[src/rtl/multicycle_ctrl_if.sv]
// ---------------------------------------------------------------------------
// multicycle_ctrl_if
// Bundle between the multicycle control FSM and its datapath.
//   master : controller side. Reads opcode/funct/zero/overflow and drives
//            every enable, select, alu_op, cause and state.
//   slave  : datapath side, the mirror of master.
// Signals:
//   opcode[5:0], funct[5:0]  instruction fields (IR[31:26], IR[5:0])
//   zero, overflow           combinational ALU flags for the current cycle
//   pc_write, iord, mem_wr, ir_write, a_write, b_write, aluout_write,
//   reg_write, reg_dst, mem_to_reg, alu_src_a, epc_write
//                            single-bit datapath enables/selects
//   alu_src_b[1:0]           00 B, 01 const 4, 10 sext(imm), 11 sext(imm)<<2
//   pc_source[1:0]           00 ALU, 01 ALUOut, 10 jump target, 11 exc vector
//   alu_op[ALUOP_W-1:0]      0 LOAD, 1 ADD, 2 SUB, 3 AND, 6 XOR
//   cause[1:0]               0 none, 1 invalid instruction, 2 overflow
//   state[3:0]               current FSM state code
// ---------------------------------------------------------------------------
interface multicycle_ctrl_if #(
   parameter int ALUOP_W = 3
);
   logic [5:0]         opcode;
   logic [5:0]         funct;
   logic               zero;
   logic               overflow;
   logic               pc_write;
   logic               iord;
   logic               mem_wr;
   logic               ir_write;
   logic               a_write;
   logic               b_write;
   logic               aluout_write;
   logic               reg_write;
   logic               reg_dst;
   logic               mem_to_reg;
   logic               alu_src_a;
   logic               epc_write;
   logic [1:0]         alu_src_b;
   logic [1:0]         pc_source;
   logic [ALUOP_W-1:0] alu_op;
   logic [1:0]         cause;
   logic [3:0]         state;

   modport master (
      input  opcode, funct, zero, overflow,
      output pc_write, iord, mem_wr, ir_write, a_write, b_write,
             aluout_write, reg_write, reg_dst, mem_to_reg, alu_src_a,
             epc_write, alu_src_b, pc_source, alu_op, cause, state
   );

   modport slave (
      output opcode, funct, zero, overflow,
      input  pc_write, iord, mem_wr, ir_write, a_write, b_write,
             aluout_write, reg_write, reg_dst, mem_to_reg, alu_src_a,
             epc_write, alu_src_b, pc_source, alu_op, cause, state
   );
endinterface

[src/rtl/multicycle_ctrl.sv]
// ---------------------------------------------------------------------------
// multicycle_ctrl
// Control FSM for a multicycle MIPS-style datapath: FETCH/DECODE, R-type,
// immediate, load/store, branch, jump and exception sequencing.
// Parameters:
//   MEM_WAIT  extra wait cycles per memory read (0-7); FETCH and MEM_READ
//             each last MEM_WAIT+1 cycles
//   ALUOP_W   ALU operation code width (>= 3)
// Ports:
//   clock     rising-edge system clock
//   reset     asynchronous, active-low reset
//   bus       multicycle_ctrl_if.master (instruction fields and ALU flags
//             in; enables, selects, alu_op, cause and state out)
// Build option:
//   CTRL_OVF_EXC_EN  when defined, ALU overflow in EXEC_R (ADD/SUB) or
//                    EXEC_I diverts to EXC with cause 2 instead of the
//                    register write-back; otherwise overflow is ignored.
// ---------------------------------------------------------------------------
module multicycle_ctrl #(
   parameter int MEM_WAIT = 0,
   parameter int ALUOP_W  = 3
) (
   input  logic                clock,
   input  logic                reset,
   multicycle_ctrl_if.master   bus
);

   typedef enum logic [3:0] {
      S_FETCH     = 4'd0,
      S_DECODE    = 4'd1,
      S_EXEC_R    = 4'd2,
      S_R_WB      = 4'd3,
      S_EXEC_I    = 4'd4,
      S_I_WB      = 4'd5,
      S_MEM_ADDR  = 4'd6,
      S_MEM_READ  = 4'd7,
      S_MEM_WB    = 4'd8,
      S_MEM_WRITE = 4'd9,
      S_BRANCH    = 4'd10,
      S_JUMP      = 4'd11,
      S_EXC       = 4'd12
   } state_t;

   localparam logic [5:0] OP_RTYPE = 6'h00;
   localparam logic [5:0] OP_J     = 6'h02;
   localparam logic [5:0] OP_BEQ   = 6'h04;
   localparam logic [5:0] OP_BNE   = 6'h05;
   localparam logic [5:0] OP_ADDI  = 6'h08;
   localparam logic [5:0] OP_LW    = 6'h23;
   localparam logic [5:0] OP_SW    = 6'h2B;

   localparam logic [5:0] FN_ADD = 6'h20;
   localparam logic [5:0] FN_SUB = 6'h22;
   localparam logic [5:0] FN_AND = 6'h24;
   localparam logic [5:0] FN_XOR = 6'h26;

   localparam logic [ALUOP_W-1:0] ALU_LOAD = ALUOP_W'(0);
   localparam logic [ALUOP_W-1:0] ALU_ADD  = ALUOP_W'(1);
   localparam logic [ALUOP_W-1:0] ALU_SUB  = ALUOP_W'(2);
   localparam logic [ALUOP_W-1:0] ALU_AND  = ALUOP_W'(3);
   localparam logic [ALUOP_W-1:0] ALU_XOR  = ALUOP_W'(6);

   state_t     state;
   logic [2:0] wait_cnt;
   logic [1:0] cause_q;
   logic       wait_done;
   logic       funct_ok;

   assign wait_done = (wait_cnt == 3'(MEM_WAIT));
   assign funct_ok  = (bus.funct == FN_ADD) || (bus.funct == FN_SUB) ||
                      (bus.funct == FN_AND) || (bus.funct == FN_XOR);

   // State, wait counter and cause register. The counter defaults to zero
   // on every edge and only advances while a wait state is being held, so
   // any entry into FETCH or MEM_READ starts from zero.
   always_ff @(posedge clock or negedge reset) begin
      if (!reset) begin
         state    <= S_FETCH;
         wait_cnt <= 3'd0;
         cause_q  <= 2'd0;
      end else begin
         wait_cnt <= 3'd0;
         case (state)
            S_FETCH: begin
               if (wait_done) state <= S_DECODE;
               else           wait_cnt <= wait_cnt + 3'd1;
            end
            S_DECODE: begin
               case (bus.opcode)
                  OP_RTYPE:      state <= S_EXEC_R;
                  OP_ADDI:       state <= S_EXEC_I;
                  OP_LW, OP_SW:  state <= S_MEM_ADDR;
                  OP_BEQ, OP_BNE: state <= S_BRANCH;
                  OP_J:          state <= S_JUMP;
                  default: begin
                     state   <= S_EXC;
                     cause_q <= 2'd1;
                  end
               endcase
            end
            S_EXEC_R: begin
               if (!funct_ok) begin
                  state   <= S_EXC;
                  cause_q <= 2'd1;
               end
`ifdef CTRL_OVF_EXC_EN
               else if (bus.overflow &&
                        ((bus.funct == FN_ADD) || (bus.funct == FN_SUB))) begin
                  state   <= S_EXC;
                  cause_q <= 2'd2;
               end
`endif
               else begin
                  state <= S_R_WB;
               end
            end
            S_EXEC_I: begin
`ifdef CTRL_OVF_EXC_EN
               if (bus.overflow) begin
                  state   <= S_EXC;
                  cause_q <= 2'd2;
               end else begin
                  state <= S_I_WB;
               end
`else
               state <= S_I_WB;
`endif
            end
            S_MEM_ADDR: begin
               state <= (bus.opcode == OP_SW) ? S_MEM_WRITE : S_MEM_READ;
            end
            S_MEM_READ: begin
               if (wait_done) state <= S_MEM_WB;
               else           wait_cnt <= wait_cnt + 3'd1;
            end
            S_R_WB, S_I_WB, S_MEM_WB, S_MEM_WRITE,
            S_BRANCH, S_JUMP, S_EXC: begin
               state <= S_FETCH;
            end
            default: begin
               state <= S_FETCH;
            end
         endcase
      end
   end

   logic               pc_write_c;
   logic               iord_c;
   logic               mem_wr_c;
   logic               ir_write_c;
   logic               a_write_c;
   logic               b_write_c;
   logic               aluout_write_c;
   logic               reg_write_c;
   logic               reg_dst_c;
   logic               mem_to_reg_c;
   logic               alu_src_a_c;
   logic               epc_write_c;
   logic [1:0]         alu_src_b_c;
   logic [1:0]         pc_source_c;
   logic [ALUOP_W-1:0] alu_op_c;

   // Output decode from the current state; BRANCH also looks at zero
   // because the comparison result only exists during that cycle.
   always_comb begin
      pc_write_c     = 1'b0;
      iord_c         = 1'b0;
      mem_wr_c       = 1'b0;
      ir_write_c     = 1'b0;
      a_write_c      = 1'b0;
      b_write_c      = 1'b0;
      aluout_write_c = 1'b0;
      reg_write_c    = 1'b0;
      reg_dst_c      = 1'b0;
      mem_to_reg_c   = 1'b0;
      alu_src_a_c    = 1'b0;
      epc_write_c    = 1'b0;
      alu_src_b_c    = 2'b00;
      pc_source_c    = 2'b00;
      alu_op_c       = ALU_LOAD;
      case (state)
         S_FETCH: begin
            alu_src_b_c = 2'b01;
            alu_op_c    = ALU_ADD;
            ir_write_c  = wait_done;
            pc_write_c  = wait_done;
         end
         S_DECODE: begin
            a_write_c      = 1'b1;
            b_write_c      = 1'b1;
            aluout_write_c = 1'b1;
            alu_src_b_c    = 2'b11;
            alu_op_c       = ALU_ADD;
         end
         S_EXEC_R: begin
            alu_src_a_c    = 1'b1;
            aluout_write_c = 1'b1;
            case (bus.funct)
               FN_ADD:  alu_op_c = ALU_ADD;
               FN_SUB:  alu_op_c = ALU_SUB;
               FN_AND:  alu_op_c = ALU_AND;
               FN_XOR:  alu_op_c = ALU_XOR;
               default: alu_op_c = ALU_LOAD;
            endcase
         end
         S_R_WB: begin
            reg_write_c = 1'b1;
            reg_dst_c   = 1'b1;
         end
         S_I_WB: begin
            reg_write_c = 1'b1;
         end
         S_EXEC_I, S_MEM_ADDR: begin
            alu_src_a_c    = 1'b1;
            alu_src_b_c    = 2'b10;
            alu_op_c       = ALU_ADD;
            aluout_write_c = 1'b1;
         end
         S_MEM_READ: begin
            iord_c = 1'b1;
         end
         S_MEM_WB: begin
            reg_write_c  = 1'b1;
            mem_to_reg_c = 1'b1;
         end
         S_MEM_WRITE: begin
            iord_c   = 1'b1;
            mem_wr_c = 1'b1;
         end
         S_BRANCH: begin
            alu_src_a_c = 1'b1;
            alu_op_c    = ALU_SUB;
            pc_source_c = 2'b01;
            pc_write_c  = (bus.opcode == OP_BNE) ? ~bus.zero : bus.zero;
         end
         S_JUMP: begin
            pc_source_c = 2'b10;
            pc_write_c  = 1'b1;
         end
         S_EXC: begin
            alu_src_b_c = 2'b01;
            alu_op_c    = ALU_SUB;
            epc_write_c = 1'b1;
            pc_source_c = 2'b11;
            pc_write_c  = 1'b1;
         end
         default: begin
            pc_write_c = 1'b0;
         end
      endcase
   end

   // Write enables are gated by reset so they drop the instant reset is
   // asserted, independent of any clock edge.
   assign bus.pc_write     = pc_write_c     & reset;
   assign bus.mem_wr       = mem_wr_c       & reset;
   assign bus.ir_write     = ir_write_c     & reset;
   assign bus.a_write      = a_write_c      & reset;
   assign bus.b_write      = b_write_c      & reset;
   assign bus.aluout_write = aluout_write_c & reset;
   assign bus.reg_write    = reg_write_c    & reset;
   assign bus.epc_write    = epc_write_c    & reset;
   assign bus.iord         = iord_c;
   assign bus.reg_dst      = reg_dst_c;
   assign bus.mem_to_reg   = mem_to_reg_c;
   assign bus.alu_src_a    = alu_src_a_c;
   assign bus.alu_src_b    = alu_src_b_c;
   assign bus.pc_source    = pc_source_c;
   assign bus.alu_op       = alu_op_c;
   assign bus.cause        = cause_q;
   assign bus.state        = state;

endmodule

[src/flat_wrapper.sv]
// flat-port wrapper written by rule: the top's interface ports become plain ports
module multicycle_ctrl_flat 
#(
   parameter int MEM_WAIT = 0,
   parameter int ALUOP_W  = 3
)
  (clock, reset, bus_opcode, bus_funct, bus_zero, bus_overflow, bus_pc_write, bus_iord, bus_mem_wr, bus_ir_write, bus_a_write, bus_b_write, bus_aluout_write, bus_reg_write, bus_reg_dst, bus_mem_to_reg, bus_alu_src_a, bus_epc_write, bus_alu_src_b, bus_pc_source, bus_alu_op, bus_cause, bus_state);
  multicycle_ctrl_if #(.ALUOP_W(ALUOP_W)) bus_i ();
  input  logic clock;
  input  logic reset;
  input wire logic [$bits(bus_i.opcode)-1:0] bus_opcode;
  input wire logic [$bits(bus_i.funct)-1:0] bus_funct;
  input wire logic [$bits(bus_i.zero)-1:0] bus_zero;
  input wire logic [$bits(bus_i.overflow)-1:0] bus_overflow;
  output wire logic [$bits(bus_i.pc_write)-1:0] bus_pc_write;
  output wire logic [$bits(bus_i.iord)-1:0] bus_iord;
  output wire logic [$bits(bus_i.mem_wr)-1:0] bus_mem_wr;
  output wire logic [$bits(bus_i.ir_write)-1:0] bus_ir_write;
  output wire logic [$bits(bus_i.a_write)-1:0] bus_a_write;
  output wire logic [$bits(bus_i.b_write)-1:0] bus_b_write;
  output wire logic [$bits(bus_i.aluout_write)-1:0] bus_aluout_write;
  output wire logic [$bits(bus_i.reg_write)-1:0] bus_reg_write;
  output wire logic [$bits(bus_i.reg_dst)-1:0] bus_reg_dst;
  output wire logic [$bits(bus_i.mem_to_reg)-1:0] bus_mem_to_reg;
  output wire logic [$bits(bus_i.alu_src_a)-1:0] bus_alu_src_a;
  output wire logic [$bits(bus_i.epc_write)-1:0] bus_epc_write;
  output wire logic [$bits(bus_i.alu_src_b)-1:0] bus_alu_src_b;
  output wire logic [$bits(bus_i.pc_source)-1:0] bus_pc_source;
  output wire logic [$bits(bus_i.alu_op)-1:0] bus_alu_op;
  output wire logic [$bits(bus_i.cause)-1:0] bus_cause;
  output wire logic [$bits(bus_i.state)-1:0] bus_state;
  assign bus_i.opcode = bus_opcode;
  assign bus_i.funct = bus_funct;
  assign bus_i.zero = bus_zero;
  assign bus_i.overflow = bus_overflow;
  assign bus_pc_write = bus_i.pc_write;
  assign bus_iord = bus_i.iord;
  assign bus_mem_wr = bus_i.mem_wr;
  assign bus_ir_write = bus_i.ir_write;
  assign bus_a_write = bus_i.a_write;
  assign bus_b_write = bus_i.b_write;
  assign bus_aluout_write = bus_i.aluout_write;
  assign bus_reg_write = bus_i.reg_write;
  assign bus_reg_dst = bus_i.reg_dst;
  assign bus_mem_to_reg = bus_i.mem_to_reg;
  assign bus_alu_src_a = bus_i.alu_src_a;
  assign bus_epc_write = bus_i.epc_write;
  assign bus_alu_src_b = bus_i.alu_src_b;
  assign bus_pc_source = bus_i.pc_source;
  assign bus_alu_op = bus_i.alu_op;
  assign bus_cause = bus_i.cause;
  assign bus_state = bus_i.state;
  multicycle_ctrl #(.MEM_WAIT(MEM_WAIT), .ALUOP_W(ALUOP_W)) u_core (.clock(clock), .reset(reset), .bus(bus_i));
endmodule
[config.mk]
export PLATFORM = sky130hd
export DESIGN_NAME = multicycle_ctrl_flat
export DESIGN_NICKNAME = d
export VERILOG_FILES = /design/src/rtl/multicycle_ctrl_if.sv /design/src/rtl/multicycle_ctrl.sv /design/src/flat_wrapper.sv
export SDC_FILE = /design/constraint.sdc
export NUM_CORES = 1
export LEC_CHECK = 0
export CORE_AREA = 8 8 59 61
export DETAILED_ROUTE_END_ITERATION = 8
export DIE_AREA = 0 0 67 69
export GPL_TIMING_DRIVEN = 0
export HOLD_SLACK_MARGIN = 0.05
export PLACE_DENSITY_LB_ADDON = 0.1
export SLEW_MARGIN = 10
export SYNTH_ARGS = -nofsm -noshare
export SYNTH_HDL_FRONTEND = slang
export SYNTH_SLANG_ARGS = --single-unit
[constraint.sdc]
create_clock -name clock -period 1.5 [get_ports clock]
set_input_delay 0.225 -clock clock [delete_from_list [all_inputs] [get_ports clock]]
set_output_delay 0.225 -clock clock [all_outputs]
set_load 0.02 [all_outputs]
# After elaboration in Yosys (flattened, before gate mapping)
# Cells that the tools add are included.
totals:
  ff_bits: 9
  latch_bits: 0
  ramBits: 0
  rom_bits: 0
  input_bits: 16
  output_inout_bits: 25
  wordCells: 87
  mem_count: 0
op_classes:
  add_sub_neg: 1
  mul: 0
  div: 0
  order_cmp: 0
  eq_ne: 26
  shift: 0
  mux: 27
  bitwise_logic: 8
  n_reduce_logical: 22
op_table:
  columns: ["operator", "count"]
  rows:
  - ["6-bit equality test, second input constant", 6]
  - ["4-bit one-hot mux with 6 select lines", 1]
  - ["4-bit equality test, second input constant", 5]
  - ["4-bit one-hot mux with 5 select lines", 1]
  - ["4-bit by 3-bit equality test with 1-bit output, second input constant", 4]
  - ["4-bit 2-to-1 mux", 4]
  - ["2-bit OR reduction", 8]
  - ["6-bit by 3-bit equality test with 1-bit output, second input constant", 2]
  - ["2-bit one-hot mux with 3 select lines", 2]
  - ["3-bit one-hot mux with 4 select lines", 1]
  - ["4-bit OR reduction", 3]
  - ["1-bit 2-to-1 mux", 11]
  - ["3-bit one-hot mux with 3 select lines", 1]
  - ["4-bit by 2-bit equality test with 1-bit output, second input constant", 2]
  - ["1-bit bitwise AND", 7]
  - ["7-bit OR reduction", 1]
  - ["6-bit by 2-bit equality test with 1-bit output, second input constant", 1]
  - ["6-bit by 4-bit equality test with 1-bit output, second input constant", 1]
  - ["6-bit zero test", 1]
  - ["3-bit 2-to-1 mux", 2]
  - ["4-bit by 1-bit equality test with 1-bit output, second input constant", 1]
  - ["4-bit zero test", 1]
  - ["2-bit 2-to-1 mux", 2]
  - ["2-bit by 1-bit != test with 1-bit output, second input constant", 2]
  - ["11 further kinds", 14]

# Depth between registers and ports, before layout
# Gate-level depths: netlist of the first run.
logic_depth:
  word_depth: 6
  ltp_mapped: 6
  mapped_depth_nobuf: 6

# Worst setup path before layout of the first run
# OpenSTA, ideal clock, no wires.
synth_timing:
  path_type: "register to output"
  from: "register u_core.state[1] (netlist: u_core.bus.state[1])"
  to: "output port bus_reg_write"
  t_arrival_ns: 1.763
  required_ns: 1.275
  path_slack_ns: -0.488
  path_stages_with_launch: 5
  path_buffers: 2
  cell_sequence: "dfrtp_1 -> clkbuf_1 -> clkbuf_1 -> nor3_1 -> o21a_1"
synth_via:
  elab_chain_cells: 4
  word_cells_on_any_way: 6
  classes_between: "3 x eq/ne; 1 x mux; 1 x bitwise; 1 x reduce/logical"
synth_rtl:
  columns: ["element", "line_no", "source"]
  rows:
  - ["start: declaration", "multicycle_ctrl.sv:63", "state_t state;"]
  - ["start signal: assignment", "multicycle_ctrl.sv:130", "state <= (bus.opcode == OP_SW) ? S_MEM_WRITE : S_MEM_READ;"]
  - ["4-bit by 3-bit equality test with 1-bit output, or another cell as far along", "multicycle_ctrl.sv:181", "case (state)"]
  - ["3-bit OR reduction (no line) *", null, null]
  - ["1-bit 2-to-1 mux *", "multicycle_ctrl.sv:181", null]
  - ["1-bit bitwise AND *", "multicycle_ctrl.sv:261", "assign bus.reg_write = reg_write_c & reset;"]
  - ["end: declaration", "flat_wrapper.sv:22", "output wire logic [$bits(bus_i.reg_write)-1:0] bus_reg_write;"]
# Mark *: on every way between the ends. The rest lies on a longest branch, timed or not.

# Final worst setup path of the first run
layout_timing:
  from: "register u_core.wait_cnt[1]"
  to: "output port bus_pc_write"
layout_via:
  elab_chain_cells: 3
layout_rtl:
  columns: ["element", "line_no", "source"]
  rows:
  - ["start: declaration", "multicycle_ctrl.sv:64", "logic [2:0] wait_cnt;"]
  - ["start signal: assignment", "multicycle_ctrl.sv:86", "else wait_cnt <= wait_cnt + 3'd1;"]
  - ["start signal: assignment", "multicycle_ctrl.sv:134", "else wait_cnt <= wait_cnt + 3'd1;"]
  - ["3-bit zero test", "multicycle_ctrl.sv:69", "assign wait_done = (wait_cnt == 3'(MEM_WAIT));"]
  - ["1-bit one-hot mux with 3 select lines", "multicycle_ctrl.sv:181", null]
  - ["1-bit bitwise AND", "multicycle_ctrl.sv:255", "assign bus.pc_write = pc_write_c & reset;"]
  - ["end: declaration", "flat_wrapper.sv:15", "output wire logic [$bits(bus_i.pc_write)-1:0] bus_pc_write;"]
# No other way between the ends.

==> results.txt, run 1 <==
* Worst hold path class: input pin to flop
- Vias per Instance: approximately 5.7
- First-pass GRT wire length: roughly 6.6 mm
- The tree is rooted in a clkbuf_4.
- Floorplan die area: around 4600 um2
- Antenna-violating nets left: 0
- Yosys reg bits: 8
- The worst hold path passes through 2 cells.
- For this run, design rule violations remaining after detail routing come to 0.
- The completed layout was analyzed and its total power is 0.00398 W.
* Xor/xnor share of the synthesized area: 0.979%
- IO Count: a little over 40
- Post-route core utilization: around 84%
- Multiplexer fraction of the synthesized cell area: under 10%
- HP Start: bus_opcode[4]
* Final global-route overflow total: 0
- Endpoint with the worst hold slack: u_core.bus.state[1]$_DFFE_PN0P_
- Post-Layout Inst Area: ~2200 um2
- After layout, the minimum clock period comes to approximately 1.9 ns.
* Crit Reg-Reg Startpoint: u_core.bus.state[2]$_DFFE_PN0P_
- Summing the areas of all compound-gate instances in the mapped netlist gives 22.4% of the synthesized area.
* Final worst clock skew: roughly 0.012 ns
- Number of levels in the clock H-tree: 1
* Max-cap check violation count: 0
- Post-synthesis async set-or-reset flop share: 100%
- Data required time at the worst endpoint: around 1.3 ns
- Area of placed instances: 1430 um2
* Row count: 19
- The worst setup path is launched from a flop.
- From synthesis to final layout, the design area changed by 145%.
- In this run, synthesis inferred 0 flip-flops with an integrated enable.
- The signal on the critical path passes through inv_1 -> ha_2 -> nor2b_4 -> nand2_2 -> a211o_1 -> a21oi_4 -> buf_6.
- Total length of routed wires: about 5.1 mm
- Area of the mapped netlist: approximately 900 um2
- Entering global routing, the biggest net connects 11 pins.
- Most used flip-flop cell after synthesis: dfrtp_1
- Clock latency at the later pin of the worst-skew pair: approximately 0.27 ns
* Synthesized netlist net count: ~140
* Placed insts: a little under 200
- In this run, distinct cell masters in the synthesized netlist total 38.
* Average wire per standard cell: approximately 21 um
- Overall routing resource usage: between 10% and 20%
- In this run the standard cell core region covers roughly 2600 um2.
- Kind of capture point of the worst setup path: primary output
- Of the available clock period, the critical path in the final layout requires 127%.
* Number of standard cells in the final layout excluding fillers: between 200 and 250
- Die height: about 69 um
- First-iteration detailed-routing DRC count: 75
- During placement, the flow inserted port buffers numbering 38.
* Stage delay of the slowest cell on the critical path: between 0.3 and 0.4 ns
- Final weighted congestion in routability-driven placement: ~0.85
- Timing would allow up to ~520 MHz.
- Total of warnings raised by yosys: 0
- Share of synthesized cell area in full adder, half adder and majority cells: between 2 and 3%
- The number of pins exceeding their max-slew limit in the final report came to 0.
- Maximum root-to-sink buffer count: 2
- Layout cell share with drive strength beyond 1: 62.2%
- Post-synthesis sequential area ratio: between 20% and 30%
- In the post-route analysis, the smallest setup slack over all paths is -0.412 ns.
- Hold violation total from the final report: 0
* Reported leakage power: about 1.0 nW
- Buffers inserted during clock tree synthesis total 3.
* TritonCTS clock tree: yes
* Type of the worst setup path: flop to primary output
- STA puts the critical path data arrival time at approximately 1.7 ns.
- Failing checks: negative setup slack
- The kind of cell with the highest combined delay along the critical path is compound AO/OA/AOI/OAI gates.
- Run status: finished with violations
- Total number of vias: about 1,400
* Antenna violations before repair: 0
* Final count of negative-setup-slack endpoints: 21
- Slowest-stage cell, CP: dfrtp_1
- Effective utilization at floorplan: 34.2%
- Detailed placement ended at an HPWL of ~2.3 mm.
- Clock slew at reported path FFs: roughly 0.07 ns
- The tree built by TritonCTS fans out to 8 sinks.
- Final layout net count: roughly 230
- The worst register-to-register path ends at u_core.bus.state[0]$_DFFE_PN0P_.
* Number of buffer and inverter instances along the worst setup path: 2
- Die outline width: roughly 67 um
- Worst ir drop on vdd: between 1000 and 1500 uV
* Diode insertion count for antenna repair: 0
- Number of standard cells after synthesis: between 100 and 150
- Setup slack on the worst reg-to-reg path comes out at -0.20 ns.
- In this run the worst path has a maximum fanout of 2.
- Setup repair after global routing could not meet its margin everywhere.
* R2R depth: 7
- Setup TNS: -5.25 ns
- Average instance area after synthesis: 7.10 um2
- Power Dens Cells: roughly 1800 nW/um2
- Total iterations of the first detailed-routing run: 4
- By area, the combinational part of the netlist is dominated by simple AND/OR/NAND/NOR gates.
- Number of global-route vias before repair: 1,319
- Summing the areas of all and, or, nand and nor instances in the mapped netlist gives between 30% and 40% of the synthesized area.
[repair_timing]
item,in CTS,in global routing
buffers inserted,27,11
hold endpoints to repair,8,0
hold buffers,1,0
cloned,3,0
pin swaps,18,19
gates resized for setup,183,41
endpoints found under the setup margin,26,25
[layer usage]
metal  up-vias  part of all wire, %  GRT usage (%)
li1        611                    -              -
met3        24                  7.6           4.04
met2        85                   49           30.4
met4         0                  4.3           6.98
met1       651                   39           19.9
met5         -                    0              0
[through the flow]
| stage | setup WS [ns] | hold slack (ns) |
|---|---|---|
| floorplan | -0.0530 | -0.0706 |
| global placement | -1.10 | 0.455 |
| detailed placement | -1.13 | 0.472 |
| CTS | -0.385 | 0.489 |
| global route | -0.453 | 0.408 |
| finish | -0.412 | 0.374 |
[cell type report]
cell class                      instances  area [um2]
Buffer                                  9         144
Clock buffer                            3        22.5
Fill cell                             143         423
Inverter                                7        26.3
Multi-Input combinational cell        102         986
Sequential cell                         8         205
Tap cell                               31        38.8
Timing Repair Buffer                   80         769
[how the worst max path moves through the flow]
stage,depth (start not counted),end,slack [ns],from
after floorplan,6,bus_pc_write,-0.05,u_core.wait_cnt[0]$_DFF_PN0_
after global placement,6,bus_pc_write,-1.10,bus_opcode[5]
after detailed placement,6,bus_pc_write,-1.13,bus_opcode[5]
after CTS,7,bus_pc_write,-0.38,u_core.wait_cnt[1]$_DFF_PN0_
after global routing,7,bus_pc_write,-0.45,u_core.wait_cnt[0]$_DFF_PN0_
final,7,bus_pc_write,-0.41,u_core.wait_cnt[1]$_DFF_PN0_
[registers in the layout, indices dropped and copies added (netlist names)]
name and count:
u_core.bus.state 4, u_core.wait_cnt 3, u_core.bus.cause 1
[power breakdown]
| group | internal, W | total [W] | switching, W |
|---|---|---|---|
| registers | 0.000268 | 0.000367 | 0.0000992 |
| logic | 0.00179 | 0.00343 | 0.00164 |
| clock network | 0.0000926 | 0.000185 | 0.0000921 |
[synth_stat cells, drive strengths merged (2+ instances only)]
library cell  count  area share (%)
o311ai            3             2.9
nor2             21             8.8
a31oi             2             1.4
nor2b            10             7.0
nand3             3             1.7
a21oi             7             3.9
a21boi            2             1.7
mux2i             3             3.4
ha                2             2.8
dfrtp             8              22
o21a              2             1.7
and2              2             1.4
nor4b             3             2.9
a211o             2             2.0
buf               5             3.4
nand2b            3             2.1
o21ai             5             2.8
nand2             8             3.4
inv               7             2.9
and3              3             2.1
and3b             2             2.0
clkbuf            4             1.7
or3               2             1.4
nor3              4             2.2
[kinds of logic after synthesis]
family                     Yosys count
and+or+nand+nor                     66
muxes                                3
DFF                                  8
buffers and inverters               16
other                                1
adders and majority gates            2
xor gates and xnor gates             1
AOI/OAI and AO/OA                   29
[cell usage in the layout, fill, tap and decap left out, types with 4 or more instances in the layout]
master           count
a21oi_1              4
buf_4               31
buf_6               30
buf_8                5
clkdlybuf4s50_1      4
dfrtp_1              4
dfrtp_2              4
dlygate4sd2_1       10
inv_1                7
nand2_4              5
nor2_1              11
nor2_2               5
nor2_4               5
nor2b_4              7
[worst register-to-register path, stage by stage, from the launching register on]
cell and delay (ns):
dfrtp_2 0.45, buf_6 0.13, buf_6 0.12, buf_6 0.12, nor4b_4 0.22, a21boi_2 0.10, o311ai_2 0.31, and3_1 0.19
No activity file was read; power rests on OpenSTA's default activity.
==> run 2, diff against run 1 <==
CORE_AREA = 8 8 63 65   (was 8 8 59 61)
DIE_AREA = 0 0 71 73   (was 0 0 67 69)
==> run 2 against run 1 <==
  * Core utilization is 14 points lower
  * Via count is 8.4% lower
  * Critical path type unchanged
  * Fmax is 1.5% higher
  * Total power shrank 12%
  * Non-clock buffer count shrank 4
  * The flow still finishes with violations (negative setup slack)
  * Clock power decreased by 6%
  * Hold slack gained 0.11 ns
  * Highest routed layer unchanged
  * Sequential cell count unchanged
  * Wire length fell by 22%
  * Combinational power shrank 13%
==> results.txt, run 2 (synthesis results as in run 1) <==
- The number of clock buffers inserted by TritonCTS came to 3 (unchanged).
- Effective utilization at floorplan: 30.3% (-3.9 points)
- Cell family with most CP delay: compound AO/OA/AOI/OAI gates
- Slowest-stage cell, CP: dfrtp_1
- TritonCTS built the clock tree.
* Unrepaired setup endpoints after global routing: true
- The number of cells in the design after placement is 197 (+1.0%).
- The remaining design rule violation count is 0 (unchanged).
* Run status: finished with violations
- The final hold violation count is 0 (unchanged).
- The antenna diode instance count came to 0 (unchanged).
- The total number of vias is 1,256 (-8.4%).
- Setup TNS: -4.11 ns (+1.14 ns)
- Area delta synth->final: 131%
- Clock latency at the later pin of the worst-skew pair: 0.25 ns (-0.02 ns)
* Antenna violations before repair: 0 (unchanged)
- Final Worst Setup Slack: -0.384 ns (+0.0278 ns)
* Period utilisation layout: 126% (-1.9 points)
- The checks that failed: negative setup slack.
* Count of fill cells added during filler insertion: 210 (+47%)
- The static leakage was 0.960 nW (-8.0%).
- CTS Root Cell: clkbuf_4
* Core outline area: 2950 um2 (+13%)
* Combined flip-flop and latch cell area: 205 um2 (unchanged)
* Floorplan die area: 5180 um2 (+12%)
- Count of final max-slew check failures: 0 (unchanged)
- Max-cap check violation count: 0 (unchanged)
- The largest net degree at the start of global routing was 11 (unchanged).
* Final weighted congestion in routability-driven placement: 0.855 (+0.90%)
- Kind of capture point of the worst setup path: primary output
* Most common cell after layout, fill and taps aside: buf_4
- The total placed instance area is 1430 um2 (+0.18%).
- The routed wire length was 3.97 mm (-22%).
- Stage delay of the slowest cell on the critical path: 0.37 ns (about the same)
- The count of nets after finishing was 225 (-1.7%).
- Critical-path maximum fanout: 2 (unchanged)
- The worst setup path is launched from a flop.
- The all-layer global routing usage is 14.5% (-3.1 points).
- The final HPWL from detailed placement is 2.45 mm (+6.5%).
- Number of buffer and inverter instances along the worst setup path: 2 (unchanged)
* Largest register FFs: 4 (unchanged)
* Number of standard cells in the final layout excluding fillers: 239 (-0.42%)
* Highest attainable clock frequency: 531 MHz (+1.5%)
- The antenna violation net count after detailed routing was 0 (unchanged).
- The post-route minimum period is 1.88 ns (-0.0278 ns).
* Die height: 73 um (+5.8%)
- Most frequent cells in the layout: buf_4 (29), buf_6 (27), nor2_1 (12), dlygate4sd2_1 (12), inv_1 (7)
* Data required time at the worst endpoint: 1.27 ns (about the same)
* First-iteration detailed-routing DRC count: 51 (-32%)
- The maximum resistive drop on vdd was 681 uV (-54%).
- The fraction of layout instances using a drive strength above 1 was 58.3% (-3.9 points).
- The top-level port count was 41 (unchanged).
- The mean number of vias per cell is 5.26 (-8.0%).
- Maximum root-to-sink buffer count: 2 (unchanged)
- The largest clock skew in the final design is 0.00574 ns (-0.00581 ns).
* Post-Layout Inst Area: 2070 um2 (-5.5%)
- The clock-pin transition on the worst setup and hold timing paths was 0.05 ns (-0.02 ns).
* Reg with most FFs: u_core.bus.state
- The number of rows in the core area came to 20 (+1).
- The smallest hold slack came to 0.486 ns (+0.112 ns).
- Type of the worst setup path: flop to primary output
* Worst Path Arrival: 1.66 ns (-0.03 ns)
- The via count of the first global-routing pass came to 1,316 (-0.23%).
- Final global-route overflow total: 0 (unchanged)
- The final number of setup-violating endpoints was 21 (unchanged).
- The first-pass iteration count of the detailed router is 4 (unchanged).
- Worst hold path class: input pin to flop
- The power per unit of standard cell area is 1690 nW/um2 (-6.7%).
- The average wire per standard cell came to 16.6 um (-21%).
* Series of cell instances along the critical path: inv_1 -> ha_2 -> nor2b_4 -> nand2_2 -> a211o_1 -> a21oi_4 -> buf_6
* First-pass GRT wire length: 6.13 mm (-6.5%)
- The combined area of the multi-input logic cells came to 910 um2 (-7.7%).
* Clock sink total: 8 (unchanged)
* Number of levels in the clock H-tree: 1 (unchanged)
- Die outline width: 71 um (+6.0%)
* Input/output buffers: 38 (unchanged)
- The utilization of the core after routing was 70.1% (-14 points).
run 2: changes by cell type in the layout (fill, tap and decap cells not counted), sizes merged:
cell / previous run / this run
clkbuf: 6 / 9
dlymetal6s2s: 2 / 1
buf: 67 / 61
clkdlybuf4s15: 2 / 1
dlygate4sd2: 10 / 12
run 2: timing repair:
action                     4_1_cts  5_1_grt
gates cloned                     2        1
setup endpoints to repair       26       26
hold endpoints to repair         8        0
pin swaps                       21       18
buffers inserted                27       11
resized for setup              172       33
hold buffers                     1        0
run 2: where the power goes:
group | internal, W | leakage (nW) | switching (W)
clock | 0.000102 | 0.0150 | 0.0000713
combinational | 0.00156 | 0.848 | 0.00142
sequential | 0.000268 | 0.0972 | 0.0000881
run 2: worst paths after layout:
| kind | from | to | slack [ns] | cells past startpoint |
|---|---|---|---|---|
| worst min register to register | u_core.bus.cause[0]$_DFFE_PN0P_ | u_core.bus.cause[0]$_DFFE_PN0P_ | 0.49 | 1 |
| worst max-delay path | u_core.wait_cnt[0]$_DFF_PN0_ | bus_pc_write | -0.38 | 7 |
| worst max register to register | u_core.bus.state[2]$_DFFE_PN0P_ | u_core.bus.state[0]$_DFFE_PN0P_ | -0.19 | 7 |
| max in group asynchronous | reset | u_core.bus.state[0]$_DFFE_PN0P_ | 0.53 | 2 |
| worst min-delay path | bus_opcode[4] | u_core.bus.state[1]$_DFFE_PN0P_ | 0.49 | 2 |
| min in group asynchronous | reset | u_core.bus.cause[0]$_DFFE_PN0P_ | 0.68 | 2 |
run 2: metrics by stage:
step           total power [W]  setup WS [ns]
2_1_floorplan          0.00147        -0.0530
3_3_place_gp           0.00215          -1.12
3_5_place_dp           0.00215          -1.18
4_1_cts                0.00303         -0.403
5_1_grt                0.00370         -0.446
6_report               0.00351         -0.384
run 2: routing by layer:
| layer | up-vias | routed length, um | global-route usage, % |
|---|---|---|---|
| met5 | - | 0 | 0 |
| met4 | 0 | 31 | 2.77 |
| met3 | 4 | 197 | 3.43 |
| met2 | 45 | 2150 | 28.5 |
| met1 | 604 | 1590 | 15.2 |
| li1 | 603 | - | - |
run 2: worst reg2reg max path, cell delays in order (launching register included):
cell      delay [ns]
dfrtp_2         0.43
buf_6           0.12
buf_6           0.12
buf_6           0.11
nor4b_2         0.25
a21boi_1        0.13
o311ai_1        0.26
and3_1          0.19
run 2: cell type report:
| class | count | share of cell area (%) |
|---|---|---|
| sequential | 8 | 9.91 |
| clock buffer | 4 | 1.27 |
| timing repair buffer | 77 | 35.5 |
| buffer | 8 | 6.10 |
| inverter | 7 | 1.27 |
| multi-input combinational | 102 | 43.9 |
| tap | 33 | 1.99 |
